**config.mk**
```make
export PLATFORM = sky130hd
export DESIGN_NAME = psram_fetch_arbiter
export DESIGN_NICKNAME = d
export VERILOG_FILES = /design/src/rtl/psram_pkg.sv /design/src/rtl/psram_fetch_arbiter.sv
export SDC_FILE = /design/constraint.sdc
export NUM_CORES = 1
export LEC_CHECK = 0
export CAP_MARGIN = 40
export CORE_MARGIN = 2
export CORE_UTILIZATION = 44
export CTS_BUF_LIST = sky130_fd_sc_hd__clkbuf_8
export DETAILED_ROUTE_END_ITERATION = 7
export PLACE_DENSITY_LB_ADDON = 0.25
export SLEW_MARGIN = 10
export SYNTH_ARGS = -nofsm -noshare
export SYNTH_HDL_FRONTEND = slang
export SYNTH_SLANG_ARGS = --single-unit
export TNS_END_PERCENT = 5
```
**constraint.sdc**
```tcl
create_clock -name i_clk -period 3.7 [get_ports i_clk]
set_input_delay 0.74 -clock i_clk [delete_from_list [all_inputs] [get_ports i_clk]]
set_output_delay 0.74 -clock i_clk [all_outputs]
set_load 0.01 [all_outputs]
```
**src/rtl/psram_pkg.sv**
```systemverilog
// Shared types and widths for the PSRAM fetch arbiter and anything that talks
// to the QPI controller.
package psram_pkg;

    localparam int PSRAM_AW = 24;
    localparam int PSRAM_DW = 16;
    localparam int SLOT_MAX = 255;

    typedef enum logic [1:0] {
        IDLE        = 2'd0,
        WAIT_ACCEPT = 2'd1,
        WAIT_DONE   = 2'd2
    } fetch_state_t;

    typedef enum logic {
        OWN_VIDEO = 1'b0,
        OWN_CPU   = 1'b1
    } fetch_owner_t;

endpackage

```
**src/rtl/psram_fetch_arbiter.sv**
```systemverilog
// Single-client front end of the PSRAM controller: video line prefetch has
// priority, and a waiting CPU access is forced in after every CPU_EVERY video words.
module psram_fetch_arbiter
    import psram_pkg::*;
#(
    parameter int LINE_WORDS = 320,
    parameter int CPU_EVERY  = 8,
    parameter int LB_AW      = $clog2(LINE_WORDS)
) (
    input  logic                i_clk,
    input  logic                i_rst,
    input  logic                i_line_req,
    input  logic [PSRAM_AW-1:0] i_line_addr,
    output logic                o_line_busy,
    output logic                o_line_done,
    output logic                o_lb_we,
    output logic [LB_AW-1:0]    o_lb_waddr,
    output logic [PSRAM_DW-1:0] o_lb_wdata,
    input  logic                i_cpu_stb,
    input  logic                i_cpu_we,
    input  logic [PSRAM_AW-1:0] i_cpu_addr,
    input  logic [PSRAM_DW-1:0] i_cpu_din,
    output logic                o_cpu_ack,
    output logic [PSRAM_DW-1:0] o_cpu_dout,
    output logic                o_psram_stb,
    output logic                o_psram_we,
    output logic [PSRAM_AW-1:0] o_psram_addr,
    output logic [PSRAM_DW-1:0] o_psram_din,
    input  logic                i_psram_busy,
    input  logic                i_psram_done,
    input  logic [PSRAM_DW-1:0] i_psram_dout,
    output logic [1:0]          o_state
);

    localparam logic [7:0]       CPU_EVERY_W = 8'(CPU_EVERY);
    localparam logic [7:0]       SLOT_SAT    = 8'(SLOT_MAX);
    localparam logic [LB_AW-1:0] LAST_IDX    = LB_AW'(LINE_WORDS - 1);

    fetch_state_t        state_q, state_d;
    fetch_owner_t        owner_q, owner_d;
    logic                stb_q, stb_d;
    logic                we_q, we_d;
    logic [PSRAM_AW-1:0] addr_q, addr_d;
    logic [PSRAM_DW-1:0] din_q, din_d;
    logic                line_active_q, line_active_d;
    logic [PSRAM_AW-1:0] line_base_q, line_base_d;
    logic [LB_AW-1:0]    idx_q, idx_d;
    logic [7:0]          slot_q, slot_d;
    logic                lb_we_q, lb_we_d;
    logic [LB_AW-1:0]    lb_waddr_q, lb_waddr_d;
    logic [PSRAM_DW-1:0] lb_wdata_q, lb_wdata_d;
    logic                line_done_q, line_done_d;
    logic                cpu_ack_q, cpu_ack_d;
    logic [PSRAM_DW-1:0] cpu_dout_q, cpu_dout_d;

    logic                ready;
    logic                line_start;
    logic                line_act;
    logic [PSRAM_AW-1:0] line_base;
    logic [7:0]          slot_eff;
    logic                cpu_grant;
    logic                vid_grant;
    logic                issue;
    logic [PSRAM_AW-1:0] vid_addr;
    logic                last_word;

    // A line request arriving this cycle already counts as an active line with
    // slot_cnt at zero, so it beats a CPU request that shows up in the same cycle.
    assign ready      = !i_psram_busy && i_psram_done;
    assign line_start = i_line_req && !line_active_q;
    assign line_act   = line_active_q || line_start;
    assign line_base  = line_start ? i_line_addr : line_base_q;
    assign slot_eff   = line_start ? 8'd0 : slot_q;
    // The CPU still holds its strobe during the ack cycle; never re-grant it then.
    assign cpu_grant  = i_cpu_stb && !cpu_ack_q && (!line_act || slot_eff >= CPU_EVERY_W);
    assign vid_grant  = !cpu_grant && line_act;
    assign issue      = (state_q == IDLE) && ready && (cpu_grant || vid_grant);
    assign vid_addr   = line_base + PSRAM_AW'(idx_q);
    assign last_word  = (idx_q == LAST_IDX);

    always_ff @(posedge i_clk) begin
        if (i_rst) begin
            state_q       <= IDLE;
            owner_q       <= OWN_VIDEO;
            stb_q         <= 1'b0;
            we_q          <= 1'b0;
            addr_q        <= '0;
            din_q         <= '0;
            line_active_q <= 1'b0;
            line_base_q   <= '0;
            idx_q         <= '0;
            slot_q        <= '0;
            lb_we_q       <= 1'b0;
            lb_waddr_q    <= '0;
            lb_wdata_q    <= '0;
            line_done_q   <= 1'b0;
            cpu_ack_q     <= 1'b0;
            cpu_dout_q    <= '0;
        end else begin
            state_q       <= state_d;
            owner_q       <= owner_d;
            stb_q         <= stb_d;
            we_q          <= we_d;
            addr_q        <= addr_d;
            din_q         <= din_d;
            line_active_q <= line_active_d;
            line_base_q   <= line_base_d;
            idx_q         <= idx_d;
            slot_q        <= slot_d;
            lb_we_q       <= lb_we_d;
            lb_waddr_q    <= lb_waddr_d;
            lb_wdata_q    <= lb_wdata_d;
            line_done_q   <= line_done_d;
            cpu_ack_q     <= cpu_ack_d;
            cpu_dout_q    <= cpu_dout_d;
        end
    end

    always_comb begin
        state_d = state_q;
        unique case (state_q)
            IDLE:        if (issue)        state_d = WAIT_ACCEPT;
            WAIT_ACCEPT: if (i_psram_busy) state_d = WAIT_DONE;
            WAIT_DONE:   if (i_psram_done) state_d = IDLE;
            default:                       state_d = IDLE;
        endcase
    end

    always_comb begin
        owner_d       = owner_q;
        stb_d         = stb_q;
        we_d          = we_q;
        addr_d        = addr_q;
        din_d         = din_q;
        line_active_d = line_act;
        line_base_d   = line_base;
        idx_d         = idx_q;
        slot_d        = slot_eff;
        lb_we_d       = 1'b0;
        lb_waddr_d    = lb_waddr_q;
        lb_wdata_d    = lb_wdata_q;
        line_done_d   = 1'b0;
        cpu_ack_d     = 1'b0;
        cpu_dout_d    = cpu_dout_q;

        unique case (state_q)
            IDLE: begin
                if (issue) begin
                    stb_d = 1'b1;
                    if (cpu_grant) begin
                        owner_d = OWN_CPU;
                        we_d    = i_cpu_we;
                        addr_d  = i_cpu_addr;
                        din_d   = i_cpu_din;
                        slot_d  = 8'd0;
                    end else begin
                        owner_d = OWN_VIDEO;
                        we_d    = 1'b0;
                        addr_d  = vid_addr;
                        din_d   = '0;
                    end
                end
            end
            WAIT_ACCEPT: begin
                if (i_psram_busy) stb_d = 1'b0;
            end
            WAIT_DONE: begin
                // addr/we/din stay untouched here: the controller samples them mid-transaction.
                if (i_psram_done) begin
                    if (owner_q == OWN_VIDEO) begin
                        lb_we_d    = 1'b1;
                        lb_waddr_d = idx_q;
                        lb_wdata_d = i_psram_dout;
                        if (slot_q != SLOT_SAT) slot_d = slot_q + 8'd1;
                        if (last_word) begin
                            line_done_d   = 1'b1;
                            line_active_d = 1'b0;
                            idx_d         = '0;
                        end else begin
                            idx_d = idx_q + LB_AW'(1);
                        end
                    end else begin
                        cpu_ack_d = 1'b1;
                        if (!we_q) cpu_dout_d = i_psram_dout;
                    end
                end
            end
            default: ;
        endcase
    end

    assign o_state      = state_q;
    assign o_psram_stb  = stb_q;
    assign o_psram_we   = we_q;
    assign o_psram_addr = addr_q;
    assign o_psram_din  = din_q;
    assign o_line_busy  = line_active_q;
    assign o_line_done  = line_done_q;
    assign o_lb_we      = lb_we_q;
    assign o_lb_waddr   = lb_waddr_q;
    assign o_lb_wdata   = lb_wdata_q;
    assign o_cpu_ack    = cpu_ack_q;
    assign o_cpu_dout   = cpu_dout_q;

endmodule
```
==> flow_metrics.py <==
metrics = {
    "global_routing": {
        "groute.layer.met2.usage": 0.407,
        "initial_antenna_violation_count": 0,
        "global_route_track_usage_on_met1": 0.290,
        "grt_busiest_layer": "met2",
        "number_of_global_route_vias_before_repair": 5372,
        "grt_usage": 0.237,
        "wire_length_of_the_first_global_routing_pass_mm": 26.7,
        "fraction_of_met3_tracks_used_by_global_routing": 0.0596,
        "grt_start_max_net_pins": 80,
        "grt_remaining_overflow": 0,
    },
    "worst_setup_path": {
        "critical_path.reg2reg.endpoint": "o_psram_addr[13]",
        "crit_path_start_kind": "primary input",
        "cp-startpoint": "i_line_req",
        "setup.reg_to_reg.worst_slack_ns": 0.73,
        "reg2reg_from": "o_line_busy",
        "critical_path.endpoint_type": "flop",
        "worstSetupPathType": "in2reg",
        "worst-r2r-cell-count": 11,
        "worstSetupEndpoint": "o_psram_addr[23]",
        "critical_path_arrival_ns": 3.66,
        "path_max_fanout": 10,
        "required_ns": 4.03,
    },
    "synthesis": {
        "yosysSeqAreaShare": 0.460,
        "primary_ff_master_synth": "dfxtp_1",
        "ys_top_cells_by_area": "dfxtp_1 46%, nand2_1 9.5%, a21oi_1 6.5%, nor2_1 4.2%, mux2i_1 3.3%",
        "ys_types": 51,
        "ys_ff_latch": 131,
        "synthArstFlopShare": 0,
        "mapped_cells": 678,
        "post_synth_instance_area_um2": 5700,
        "synth_largest_type_area_fraction": 0.460,
        "synth_top_area_cell": "dfxtp_1",
        "post_synth_most_frequent_cells": "145 x nand2_1, 131 x dfxtp_1, 74 x a21oi_1",
        "post-synth-top-count-cell": "nand2_1",
        "synth_enable_flop_cells": 0,
        "ys_warn_count": 0,
        "syn_avg_cell_area_um2": 8.41,
        "synth.net_count": 777,
    },
    "die": {
        "chipWidth_um": 118,
        "die_y_um": 118,
        "ioPinCount": 176,
        "placement_rows": 41,
        "die_area_um2": 13900,
        "core_area_um2": 12600,
        "start_util": 0.452,
    },
    "route": {
        "routed_wl_mm": 16.4,
        "ant_nets": 0,
        "detail_route.iter0.violations": 347,
        "remaining_drc_errors": 0,
        "router_iterations_before_antenna_repair": 4,
        "drt-vias-per-instance": 5.31,
        "detail_route.wl_per_cell_um": 15.8,
        "routed_via_count": 5524,
    },
    "placed_design": {
        "dpl.hpwl_mm": 12.1,
        "placement.io_buffers": 175,
        "place.detailed.instances": 1011,
        "place.gp.congestion": 0.862,
    },
    "final_layout": {
        "areaGrowthSynthToFinish_pct": 41.3,
        "final.fill_count": 1089,
        "layout_cell_share_with_drive_strength_beyond_1": 0.0759,
        "final_net_count": 957,
        "final-instance-count-excl-fill": 1041,
        "insertedDiodeCount": 0,
    },
    "timing": {
        "setup_violating_endpoint_count_in_the_final_report": 0,
        "timing.clock.skew_ns": 0.00759,
        "fin_hold_ws_ns": 0.456,
        "final_report_hold_violation_count": 0,
        "max_slew.worst_pin.slew_ns": 0.850,
        "maxSlewViolCount": 0,
        "timing.slew.headroom": 0.433,
        "final_min_period_over_clock_period": 0.902,
        "grt_setup_unrepaired": "no",
        "maxClockFrequency_mhz": 300,
        "min_period_ns": 3.34,
    },
    "cts": {
        "post_cts.repair.setup_buffers": 0,
        "postCtsHoldBufs": 0,
        "tritoncts.num_buffers": 17,
        "cts_root_buffer": "clkbuf_8",
        "clkSlewWorstSetupHoldPaths_ns": 0.07,
        "cts_tree": "yes",
        "worst_skew_pair.late_latency_ns": 0.44,
        "clock_tree.buffer_depth": 2,
        "cts_resized": 0,
        "ctsHtreeMaxLevel": 4,
        "cts.sinks": 131,
    },
    "power": {
        "peakVddDrop_v": 0.000236,
        "power.leakage_nw": 3.00,
        "pwr_density_cell_nw_per_um2": 375,
    },
    "outcome": {
        "run_status": "finished clean",
    },
    "job": {
        "timing.max_cap.violations": 0,
    },
    "min_path": {
        "hold_class": "reg2reg",
    },
}
[sequential cells by signal (all words and copies together) (netlist names)]
signal	cells
o_cpu_ack	1
o_line_done	1
slot_q	8
owner_q	1
line_base_q	24
o_psram_addr	24
o_psram_stb	1
idx_q	9
o_line_busy	1
o_psram_din	16
o_lb_wdata	16
o_lb_we	1
o_cpu_dout	16
o_psram_we	1
o_state	2
o_lb_waddr	9
[critical path: stages]
cell	delay [ns]
clkdlybuf4s50_1	0.56
nand2b_1	0.27
nand2_1	0.19
nand2_1	0.11
ha_1	0.29
a21oi_1	0.06
nor2b_1	0.18
a31oi_2	0.14
o21a_2	0.25
nor4b_1	0.36
xor2_1	0.14
a2111oi_2	0.39
[per-stage QoR]
stage               setup WS, ns  instance area (um^2)   util  TNS (ns)  power (W)
finish                     0.364                  8060  0.639         0    0.00302
global route               0.147                  8060  0.639         0    0.00314
CTS                        0.391                  8060  0.639         0    0.00304
detailed placement       -0.0677                  7680  0.609    -0.103    0.00189
global placement          0.0596                  7670  0.608         0    0.00188
floorplan                  0.131                  5700      -         0    0.00169
[placed cells by master, fill, tap and decap left out, drive strengths merged, types with 18 or more instances in the layout]
cell type / n
clkdlybuf4s50: 174
clkbuf: 21
nor2: 66
dfxtp: 131
xor2: 18
a21oi: 74
nand2: 145
mux2i: 19
buf: 25
o21ai: 20
[routing by layer]
layer	routed length, um	vias to the layer above
met5	0	-
met4	249	0
met1	7160	2605
met2	8140	177
li1	-	2719
met3	866	23
[final cells by class]
type / instances / area [um^2] / share of cell area
inverters: 5 / 18.8 / 0.00233
clock buffers: 21 / 289 / 0.0359
repair buffers: 199 / 1930 / 0.239
well taps: 172 / 215 / 0.0267
flip-flops and latches: 131 / 2620 / 0.325
multi-input cells: 504 / 2900 / 0.359
clock inverters: 9 / 90.1 / 0.0112
[worst min-delay path by stage]
stage                              start  slack (ns)  cells after the start        endpoint
after global placement     o_lb_wdata[3]        0.44                      2   o_lb_wdata[3]
final                     o_lb_wdata[11]        0.46                      2  o_lb_wdata[11]
after floorplan                  owner_q        0.44                      1         owner_q
after global routing       o_lb_waddr[0]        0.48                      2   o_lb_waddr[0]
after CTS                 o_lb_wdata[11]        0.46                      2  o_lb_wdata[11]
after detailed placement   o_lb_waddr[2]        0.45                      2   o_lb_waddr[2]
[report_power, final]
part / switching (W) / internal [W]
registers: 0.0000233 / 0.00145
clock network: 0.000508 / 0.000649
logic: 0.000190 / 0.000200
[kinds of logic after synthesis]
| group | synth area share |
|---|---|
| compound gates | 0.181 |
| xor+xnor | 0.0445 |
| fa+ha+maj | 0.0276 |
| buf+inv | 0.0349 |
| flops | 0.460 |
| mux | 0.0333 |
| simple gates | 0.219 |
Note: power is estimated with default switching activity, not from simulation.
